[src/rtl/proc_pkg.sv]
`default_nettype none
// ============================================================================
// Module      : proc_pkg
// Description : Shared requester indices, arbiter state encoding and a
//               one-hot to index helper for the memory port arbiter.
// Revision    : 1.0 - initial release
// ============================================================================
package proc_pkg;

  // Requester lane indices on req/we/addr/wdata/gnt/done
  localparam int REQ_FETCH = 0;
  localparam int REQ_OPND  = 1;
  localparam int REQ_STACK = 2;
  localparam int NUM_REQ   = 3;

  // Arbiter state encoding
  typedef enum logic [1:0] {
    IDLE   = 2'd0,
    ACCESS = 2'd1,
    DONE   = 2'd2
  } arb_state_t;

  // Convert a one-hot requester vector to its lane index (0 when empty)
  function automatic logic [1:0] onehot_to_idx(input logic [NUM_REQ-1:0] oh);
    logic [1:0] idx;
    idx = 2'd0;
    if (oh[REQ_OPND])  idx = 2'd1;
    if (oh[REQ_STACK]) idx = 2'd2;
    return idx;
  endfunction

endpackage
`default_nettype wire

[src/rtl/prio_sel.sv]
`default_nettype none
// ============================================================================
// Module      : prio_sel
// Description : Combinational three-way fixed-priority selector
//               (stack > operand > fetch) with a force-fetch override.
//               Produces a one-hot winner, all zero when nothing requests.
// Revision    : 1.0 - initial release
// ============================================================================
module prio_sel
  import proc_pkg::*;
(
  input  logic [2:0] req,
  input  logic       force_fetch,
  output logic [2:0] win
);

  // Pick exactly one requester; a starved fetch overrides the fixed order
  always_comb begin
    win = 3'b000;
    if (force_fetch && req[REQ_FETCH]) begin
      win[REQ_FETCH] = 1'b1;
    end else if (req[REQ_STACK]) begin
      win[REQ_STACK] = 1'b1;
    end else if (req[REQ_OPND]) begin
      win[REQ_OPND] = 1'b1;
    end else if (req[REQ_FETCH]) begin
      win[REQ_FETCH] = 1'b1;
    end
  end

endmodule
`default_nettype wire

[src/rtl/mem_port_arbiter.sv]
`default_nettype none
// ============================================================================
// Module      : mem_port_arbiter
// Description : Shares the single byte-wide memory port between fetch,
//               operand and stack requesters. One owner at a time; the grant
//               is held until mem_ready or a timeout, then a one-cycle done
//               pulse is returned to the owner followed by a bus-idle cycle.
// Revision    : 1.0 - initial release
// ============================================================================
module mem_port_arbiter
  import proc_pkg::*;
#(
  parameter int AW           = 8,
  parameter int TIMEOUT      = 16,
  parameter int STARVE_LIMIT = 4
) (
  input  logic            clk,
  input  logic            reset,
  input  logic [2:0]      req,
  input  logic [2:0]      we,
  input  logic [3*AW-1:0] addr,
  input  logic [23:0]     wdata,
  output logic [2:0]      gnt,
  output logic [2:0]      done,
  output logic [7:0]      rdata,
  output logic            err,
  output logic            busy,
  output logic            mem_en,
  output logic            mem_we,
  output logic [AW-1:0]   mem_addr,
  output logic [7:0]      mem_wdata,
  input  logic            mem_ready,
  input  logic [7:0]      mem_rdata
);

  // Counter widths: the timeout counter never exceeds TIMEOUT-1
  localparam int TCW = (TIMEOUT > 2) ? $clog2(TIMEOUT) : 1;
  localparam int SCW = $clog2(STARVE_LIMIT + 1);
  localparam logic [TCW-1:0] C_TCNT_LAST  = TCW'(TIMEOUT - 1);
  localparam logic [SCW-1:0] C_STARVE_MAX = SCW'(STARVE_LIMIT);

  arb_state_t      r_state;
  logic [1:0]      r_owner;
  logic [2:0]      r_gnt;
  logic [2:0]      r_done;
  logic [7:0]      r_rdata;
  logic            r_err;
  logic            r_busy;
  logic            r_mem_en;
  logic            r_mem_we;
  logic [AW-1:0]   r_mem_addr;
  logic [7:0]      r_mem_wdata;
  logic [TCW-1:0]  r_tcnt;
  logic [SCW-1:0]  r_starve;

  logic            w_force_fetch;
  logic [2:0]      w_win;
  logic [1:0]      w_win_idx;
  logic            w_arb;
  logic            w_sel_we;
  logic [AW-1:0]   w_sel_addr;
  logic [7:0]      w_sel_wdata;

  // Fetch is forced to win once it has lost STARVE_LIMIT arbitrations in a row
  assign w_force_fetch = (r_starve == C_STARVE_MAX) && req[REQ_FETCH];
  assign w_arb         = (r_state == IDLE) && (req != 3'b000);
  assign w_win_idx     = onehot_to_idx(w_win);

  prio_sel u_prio_sel (
    .req         (req),
    .force_fetch (w_force_fetch),
    .win         (w_win)
  );

  // Route the winning requester's lanes toward the memory port registers
  always_comb begin
    w_sel_we    = we[REQ_FETCH];
    w_sel_addr  = addr[0 +: AW];
    w_sel_wdata = wdata[0 +: 8];
    case (w_win_idx)
      2'd1: begin
        w_sel_we    = we[REQ_OPND];
        w_sel_addr  = addr[AW +: AW];
        w_sel_wdata = wdata[8 +: 8];
      end
      2'd2: begin
        w_sel_we    = we[REQ_STACK];
        w_sel_addr  = addr[2*AW +: AW];
        w_sel_wdata = wdata[16 +: 8];
      end
      default: ;
    endcase
  end

  // Starvation tracking: count fetch losses, clear on a fetch grant
  always_ff @(posedge clk or negedge reset) begin
    if (!reset) begin
      r_starve <= '0;
    end else if (w_arb) begin
      if (w_win[REQ_FETCH]) begin
        r_starve <= '0;
      end else if (req[REQ_FETCH] && (r_starve != C_STARVE_MAX)) begin
        r_starve <= r_starve + 1'b1;
      end
    end
  end

  // Arbitration FSM with registered grant, memory strobe and completion
  always_ff @(posedge clk or negedge reset) begin
    if (!reset) begin
      r_state     <= IDLE;
      r_owner     <= 2'd0;
      r_gnt       <= 3'b000;
      r_done      <= 3'b000;
      r_rdata     <= 8'h00;
      r_err       <= 1'b0;
      r_busy      <= 1'b0;
      r_mem_en    <= 1'b0;
      r_mem_we    <= 1'b0;
      r_mem_addr  <= '0;
      r_mem_wdata <= 8'h00;
      r_tcnt      <= '0;
    end else begin
      case (r_state)
        IDLE: begin
          if (w_arb) begin
            r_owner     <= w_win_idx;
            r_gnt       <= w_win;
            r_busy      <= 1'b1;
            r_mem_en    <= 1'b1;
            r_mem_we    <= w_sel_we;
            r_mem_addr  <= w_sel_addr;
            r_mem_wdata <= w_sel_wdata;
            r_tcnt      <= '0;
            r_state     <= ACCESS;
          end
        end
        ACCESS: begin
          // mem_ready takes precedence over a timeout on the same edge
          if (mem_ready) begin
            r_rdata  <= mem_rdata;
            r_done   <= 3'b001 << r_owner;
            r_err    <= 1'b0;
            r_gnt    <= 3'b000;
            r_mem_en <= 1'b0;
            r_mem_we <= 1'b0;
            r_state  <= DONE;
          end else if (r_tcnt == C_TCNT_LAST) begin
            r_rdata  <= 8'h00;
            r_done   <= 3'b001 << r_owner;
            r_err    <= 1'b1;
            r_gnt    <= 3'b000;
            r_mem_en <= 1'b0;
            r_mem_we <= 1'b0;
            r_state  <= DONE;
          end else begin
            r_tcnt <= r_tcnt + 1'b1;
          end
        end
        DONE: begin
          r_done  <= 3'b000;
          r_err   <= 1'b0;
          r_busy  <= 1'b0;
          r_state <= IDLE;
        end
        default: begin
          r_state <= IDLE;
        end
      endcase
    end
  end

  assign gnt       = r_gnt;
  assign done      = r_done;
  assign rdata     = r_rdata;
  assign err       = r_err;
  assign busy      = r_busy;
  assign mem_en    = r_mem_en;
  assign mem_we    = r_mem_we;
  assign mem_addr  = r_mem_addr;
  assign mem_wdata = r_mem_wdata;

endmodule
`default_nettype wire

[config.mk]
export PLATFORM = sky130hd
export DESIGN_NAME = mem_port_arbiter
export DESIGN_NICKNAME = d
export VERILOG_FILES = /design/src/rtl/proc_pkg.sv /design/src/rtl/prio_sel.sv /design/src/rtl/mem_port_arbiter.sv
export SDC_FILE = /design/constraint.sdc
export NUM_CORES = 1
export LEC_CHECK = 0
export ABC_AREA = 1
export BUFFER_PORTS_ARGS = -buffer_cell sky130_fd_sc_hd__clkbuf_2
export CORE_MARGIN = 2
export CORE_UTILIZATION = 27
export DETAILED_ROUTE_END_ITERATION = 6
export GPL_ROUTABILITY_DRIVEN = 1
export MAX_ROUTING_LAYER = met4
export SLEW_MARGIN = 10
export SYNTH_ARGS = -nofsm -noshare
export SYNTH_HDL_FRONTEND = slang
export SYNTH_HIERARCHICAL = 1
export SYNTH_SLANG_ARGS = --single-unit
[constraint.sdc]
create_clock -name clk -period 2.5 [get_ports clk]
set_input_delay 0.125 -clock clk [delete_from_list [all_inputs] [get_ports clk]]
set_output_delay 0.125 -clock clk [all_outputs]
set_load 0.02 [all_outputs]
Word-level counts from Yosys, hierarchy flattened. Cells that the tools add are included.

Output and inout bits: 34. Logic and storage cells: 87. Register bits: 45. Bits of input ports: 65.

Eq/ne operators: 11. Reduce and logical (&&, ||, !) cells: 19. Muxes and demuxes: 41. Add/sub/neg operators: 2. Shift-type cells: 1.

Operators by type and width (count): $pmux 8 s2 (2); $mux 3 (7); $mux 8 (2); $mux 1 (12); $mux 2 (6); $mux 4 (3); $pmux 3 s2 (2); $reduce_and 2->1 (6); $pmux 1 s2 (5); $reduce_bool 2->1 (5); $pmux 4 s2 (1); $ne 2x2->1 const B (3); $ne 3x3->1 const B (2); $add 4x1->4 const B (1); $eq 2x1->1 const B (2); $eq 2x2->1 const B (2); $eq 4x4->1 const B (1); $logic_and 1x1->1 (4); $pmux 2 s2 (1); $reduce_and 4->1 (1); $add 3x1->3 const B (1); $eq 3x3->1 const B (1); $reduce_and 3->1 (1); $reduce_bool 3->1 (1); 2 further kinds (2).

Logic depth before layout (Yosys ltp).
Word-level depth: 10. Mapped depth: 14. Mapped depth without buffers: 13.

By module. The synthesis kept the hierarchy.

Modules (own cells, without submodules): mem_port_arbiter (cells each 291, instances 1, area each 2275.9 um^2, sequential area each 1126.1 um^2); prio_sel (cells each 9, instances 1, area each 37.5 um^2, sequential area each 0.0 um^2).

Worst setup path before layout. No wires, ideal clock.

Kind: reg2reg. From: reg r_starve[0]. To: reg r_mem_addr[0], in the netlist mem_addr[0]. Arrival time: 1.706 ns. Period minus slack after synthesis: 1.823 ns. Data required time: 2.384 ns. Path buffers: 2. Setup time: 0.116 ns. Slack: 0.677 ns. Stages on the path, launching flop included: 15. Cell sequence: dfrtp_1 -> inv_1 -> ha_1 -> nand2_1 -> nor2_1 -> nand2_2 -> inv_2 -> nor2_1 -> buf_6 -> nor2_8 -> buf_6 -> nand2_1 -> nand3_1 -> nand2_1 -> nand2_1.

Elaborated cells between the ends (all ways): 9. Classes of those cells: eq/ne (3); mux (4); reduce/logical (2).

RTL lines: start: declaration (RTL line mem_port_arbiter.sv:54) `logic [SCW-1:0] r_starve;`; start signal: assignment (RTL line mem_port_arbiter.sv:103) `r_starve <= r_starve + 1'b1;`; $eq 3x3->1 * (RTL line mem_port_arbiter.sv:65) `assign w_force_fetch = (r_starve == C_STARVE_MAX) && req[REQ_FETCH];`; $logic_and 1x1->1 * (RTL line mem_port_arbiter.sv:65); via w_force_fetch (RTL line mem_port_arbiter.sv:56) `logic w_force_fetch;`; $logic_and 1x1->1 * (RTL line prio_sel.sv:20) `if (force_fetch && req[REQ_FETCH]) begin`; $mux 2 * (RTL line prio_sel.sv:20); via w_win[2] (RTL line mem_port_arbiter.sv:57) `logic [2:0] w_win;`; $mux 2 * (RTL line proc_pkg.sv:28) `if (oh[REQ_STACK]) idx = 2'd2;`; $eq 2x2->1 / $eq 2x1->1 (equally long branches) (RTL line mem_port_arbiter.sv:80) `case (w_win_idx)`; $pmux 8 s2 * (RTL line mem_port_arbiter.sv:80); end signal: assignment (RTL line mem_port_arbiter.sv:132) `r_mem_addr <= w_sel_addr;`; end: declaration (RTL line mem_port_arbiter.sv:51) `logic [AW-1:0] r_mem_addr;`.

Mark *: on every way through the listed nets, which the timed path passes. The rest lies on a longest branch. A chain may end at the register's enable or synchronous reset.

Worst setup path after layout.
From: reg r_starve[0]. To: reg r_mem_wdata[1], in the netlist mem_wdata[1].

Cells in the longest elaborated chain, start to end: 8. Elaborated cells between the ends (all ways): 9. Classes of those cells: eq/ne (3); mux (4); reduce/logical (2).

Ends and longest elaborated chain: $eq 3x3->1 * (RTL line mem_port_arbiter.sv:65); $logic_and 1x1->1 * (RTL line mem_port_arbiter.sv:65); via w_force_fetch (RTL line mem_port_arbiter.sv:56); $logic_and 1x1->1 * (RTL line prio_sel.sv:20); $mux 2 * (RTL line prio_sel.sv:20); via w_win[1] (RTL line mem_port_arbiter.sv:57); $mux 1 * (RTL line proc_pkg.sv:27) `if (oh[REQ_OPND]) idx = 2'd1;`; $mux 2 * (RTL line proc_pkg.sv:28); $eq 2x2->1 / $eq 2x1->1 (equally long branches) (RTL line mem_port_arbiter.sv:80); $pmux 8 s2 * (RTL line mem_port_arbiter.sv:80); end signal: assignment (RTL line mem_port_arbiter.sv:133) `r_mem_wdata <= w_sel_wdata;`; end: declaration (RTL line mem_port_arbiter.sv:52) `logic [7:0] r_mem_wdata;`.

Marks and branches as above.

==> results.ini <==
[clock_tree]
clock-sinks=45
root_buffer=clkbuf_8
cts_max_level=2
cts_buffer_depth=2
path_clk_slew_ns=0.09
cts_setup_buffers=0
cts_tree=yes
numCtsBuffers=5
clk_latency_ns=0.30

[worst_setup_path]
reg2reg_from=r_starve[0]$_DFFE_PN0P_
crit_start=r_starve[0]$_DFFE_PN0P_
crit_top_cell=nand2_1
path_buf_inv=3
worstPathCellList=inv_1 -> ha_1 -> nand2_1 -> nor2_1 -> nand2_2 -> inv_2 -> nor2_1 -> inv_2 -> nor2_8 -> nand2_1 -> nand3_1 -> nand2_1 -> nand2_1
worstPathRequired_ns=2.74
critPathSlowestCell=dfrtp_1
cp.arrival_ns=2.29
cp.depth=13
worstSetupPathType=reg2reg
cp_top_family=simple AND/OR/NAND/NOR gates
slowest_delay_ns=0.40
start_kind=flip-flop
path_max_fanout=18
endpoint_kind=flip-flop
rr_worst_depth=13

[final_layout]
nFillCells=886
drive_gt1_share_pct=33.0
syn2layout_area_growth_pct=29.7
diodes=0
fin_util_pct=36.3
nets=467

[min_path]
hold_depth=3
hp-class=in2reg
hp-start=mem_rdata[4]

[yosys]
yosys_register_bits=45
synth_fp_nets=368
synth.distinct_cells=20
syn_avg_cell_area_um2=7.71
syn_area_mm2=0.00231
netlist_instances=300
yosys_warnings=6
yosysSeqAreaShare_pct=48.7

[global_route]
grt_pass1_vias=2098
antenna_found_initial=0
grt_start_max_net_pins=33
grt_overflow=0
grt_pass1_wl_um=9790
track_usage_pct=13.7

[sta]
slew-limit-headroom_pct=55.3
slew_violations=0
period_share_pct=82.0
skew_ns=0.00680
hold_viol_final=0
fmax_ghz=0.488
worstMarginPinSlew_ns=0.670
setup_viol=0
period_minus_slack_ns=2.05
tns_ns=0
rsz0062_at_grt=false

[place]
io_buffers=98
dp_hpwl_um=4360
place.gp.congestion=0.758

[run_status]
status=completed

[detailed_routing]
drt_pass1_iterations=4
drt-initial-drc-count=48
drc_errors=0
vias=2180
drt.antenna.violating_nets=0
drt-total-wl_um=5910
wire_per_inst_um=11.7
vias_per_cell=4.32

[run]
cap_violations=0

[power]
p_per_area_mw_per_mm2=1070
peakVddDrop_uv=330
p_leak_nw=1.73

[floorplanning]
ioPinCount=99
start_util_pct=28.0
die_w_um=96.6
die_h_um=96.6
num_rows=33
dieArea_mm2=0.00932
core_mm2=0.00826

## final timing paths
check / end / slack, ns
max reg2reg: mem_wdata[1]$_DFFE_PN0P_ / 0.45
max in group asynchronous: r_tcnt[1]$_DFFE_PN0P_ / 1.46
min in group asynchronous: mem_wdata[0]$_DFFE_PN0P_ / 0.28
max: mem_wdata[1]$_DFFE_PN0P_ / 0.45
min: rdata[4]$_DFFE_PN0P_ / 0.05
min reg2reg: mem_en$_DFFE_PN0P_ / 0.48
## logic make-up after synthesis
| family | count (synthesis) | share of synthesized area (%) |
|---|---|---|
| xor gates and xnor gates | 1 | 0.379 |
| and+or+nand+nor | 212 | 40.3 |
| adders and majority gates | 3 | 1.62 |
| DFF | 45 | 48.7 |
| AOI/OAI and AO/OA | 10 | 2.16 |
| buffers and inverters | 29 | 6.87 |
## cell usage in the layout (no fill, tap or decap)
cell and instances:
nand2_1 145, clkbuf_2 98, dfrtp_1 45, nand3_1 41, inv_1 13, nand2_2 11, nor2_1 7, o21ai_0 6
clkbuf_8 5, buf_4 5, inv_2 4, o21ai_1 4, ha_1 3, nand3_2 2, nor2_8 2, nor2_4 1
xnor2_1 1, or2_2 1, nand4_1 1, bufinv_16 1, clkinv_4 1, clkbuf_1 1, dlygate4sd3_1 1, nor2_2 1
## timing repair
action / in CTS / in global routing
hold endpoints to repair: 13 / 0
gates resized for setup: 0 / 0
hold buffers: 1 / 0
## state kept, by name (all words and copies together), names as in the netlist, 2 cells and up
register	flops
r_state	2
mem_addr	8
gnt	3
r_starve	3
r_tcnt	4
mem_wdata	8
rdata	8
r_owner	2
done	3
## power by group
part           leakage, nW  internal [mW]  switching, mW
logic                 1.11          0.462          0.951
clock network       0.0554          0.301          0.266
registers            0.566           1.04          0.196
total                 1.73           1.80           1.41
## cell type report
cell class,count,area (µm²),area share [%]
clock buffer,6,72.6,2.42
clock inverter,2,38.8,1.29
inverter,17,63.8,2.13
multi-input combinational,226,1030,34.3
sequential,45,1130,37.5
tap,105,131,4.38
timing repair buffer,104,538,17.9
## per-layer routing
metal  GRT usage, %  vias to the layer above  share of wire [%]
met5              -                        -                  0
li1               -                     1136                  -
met4           2.82                        0               0.68
met2           23.4                       59                 49
met1           17.0                      981                 46
met3           2.79                        4                4.7
## worst reg2reg max path: stages, from the launching register on
cell	delay [ns]
dfrtp_1	0.40
inv_1	0.08
ha_1	0.20
nand2_1	0.09
nor2_1	0.05
nand2_2	0.07
inv_2	0.04
nor2_1	0.34
inv_2	0.13
nor2_8	0.30
nand2_1	0.10
nand3_1	0.08
nand2_1	0.05
nand2_1	0.08
## stage by stage
stage | hold slack (ns) | total power, mW | instance area (µm²) | worst slack [ns] | std cells
2_1_floorplan | -0.171 | 2.19 | 2310 | 0.677 | 300
3_3_place_gp | 0.0655 | 2.65 | 2880 | 0.552 | 496
3_5_place_dp | 0.0620 | 2.68 | 2880 | 0.454 | 496
4_1_cts | 0.0374 | 3.26 | 3000 | 0.424 | 505
5_1_grt | 0.0492 | 3.49 | 3000 | 0.256 | 505
6_report | 0.0457 | 3.21 | 3000 | 0.450 | 505
## synth_stat cells
| master | n | area [µm²] |
|---|---|---|
| dfrtp_1 | 45 | 1130 |
| o21ai_1 | 4 | 20.0 |
| xnor2_1 | 1 | 8.76 |
| buf_4 | 3 | 22.5 |
| nor2_4 | 1 | 11.3 |
| nor2_1 | 8 | 30.0 |
| nand3_2 | 2 | 20.0 |
| nor2_8 | 2 | 40.0 |
| buf_6 | 2 | 22.5 |
| nand2_2 | 11 | 68.8 |
| inv_2 | 4 | 15.0 |
| buf_2 | 6 | 30.0 |
| ha_1 | 3 | 37.5 |
| nand3_1 | 41 | 205 |
| or2_2 | 1 | 6.26 |
| buf_12 | 1 | 20.0 |
| inv_1 | 13 | 48.8 |
| nand2_1 | 145 | 544 |
| nand4_1 | 1 | 6.26 |
| o21ai_0 | 6 | 30.0 |
(Power assumes the default switching activity.)
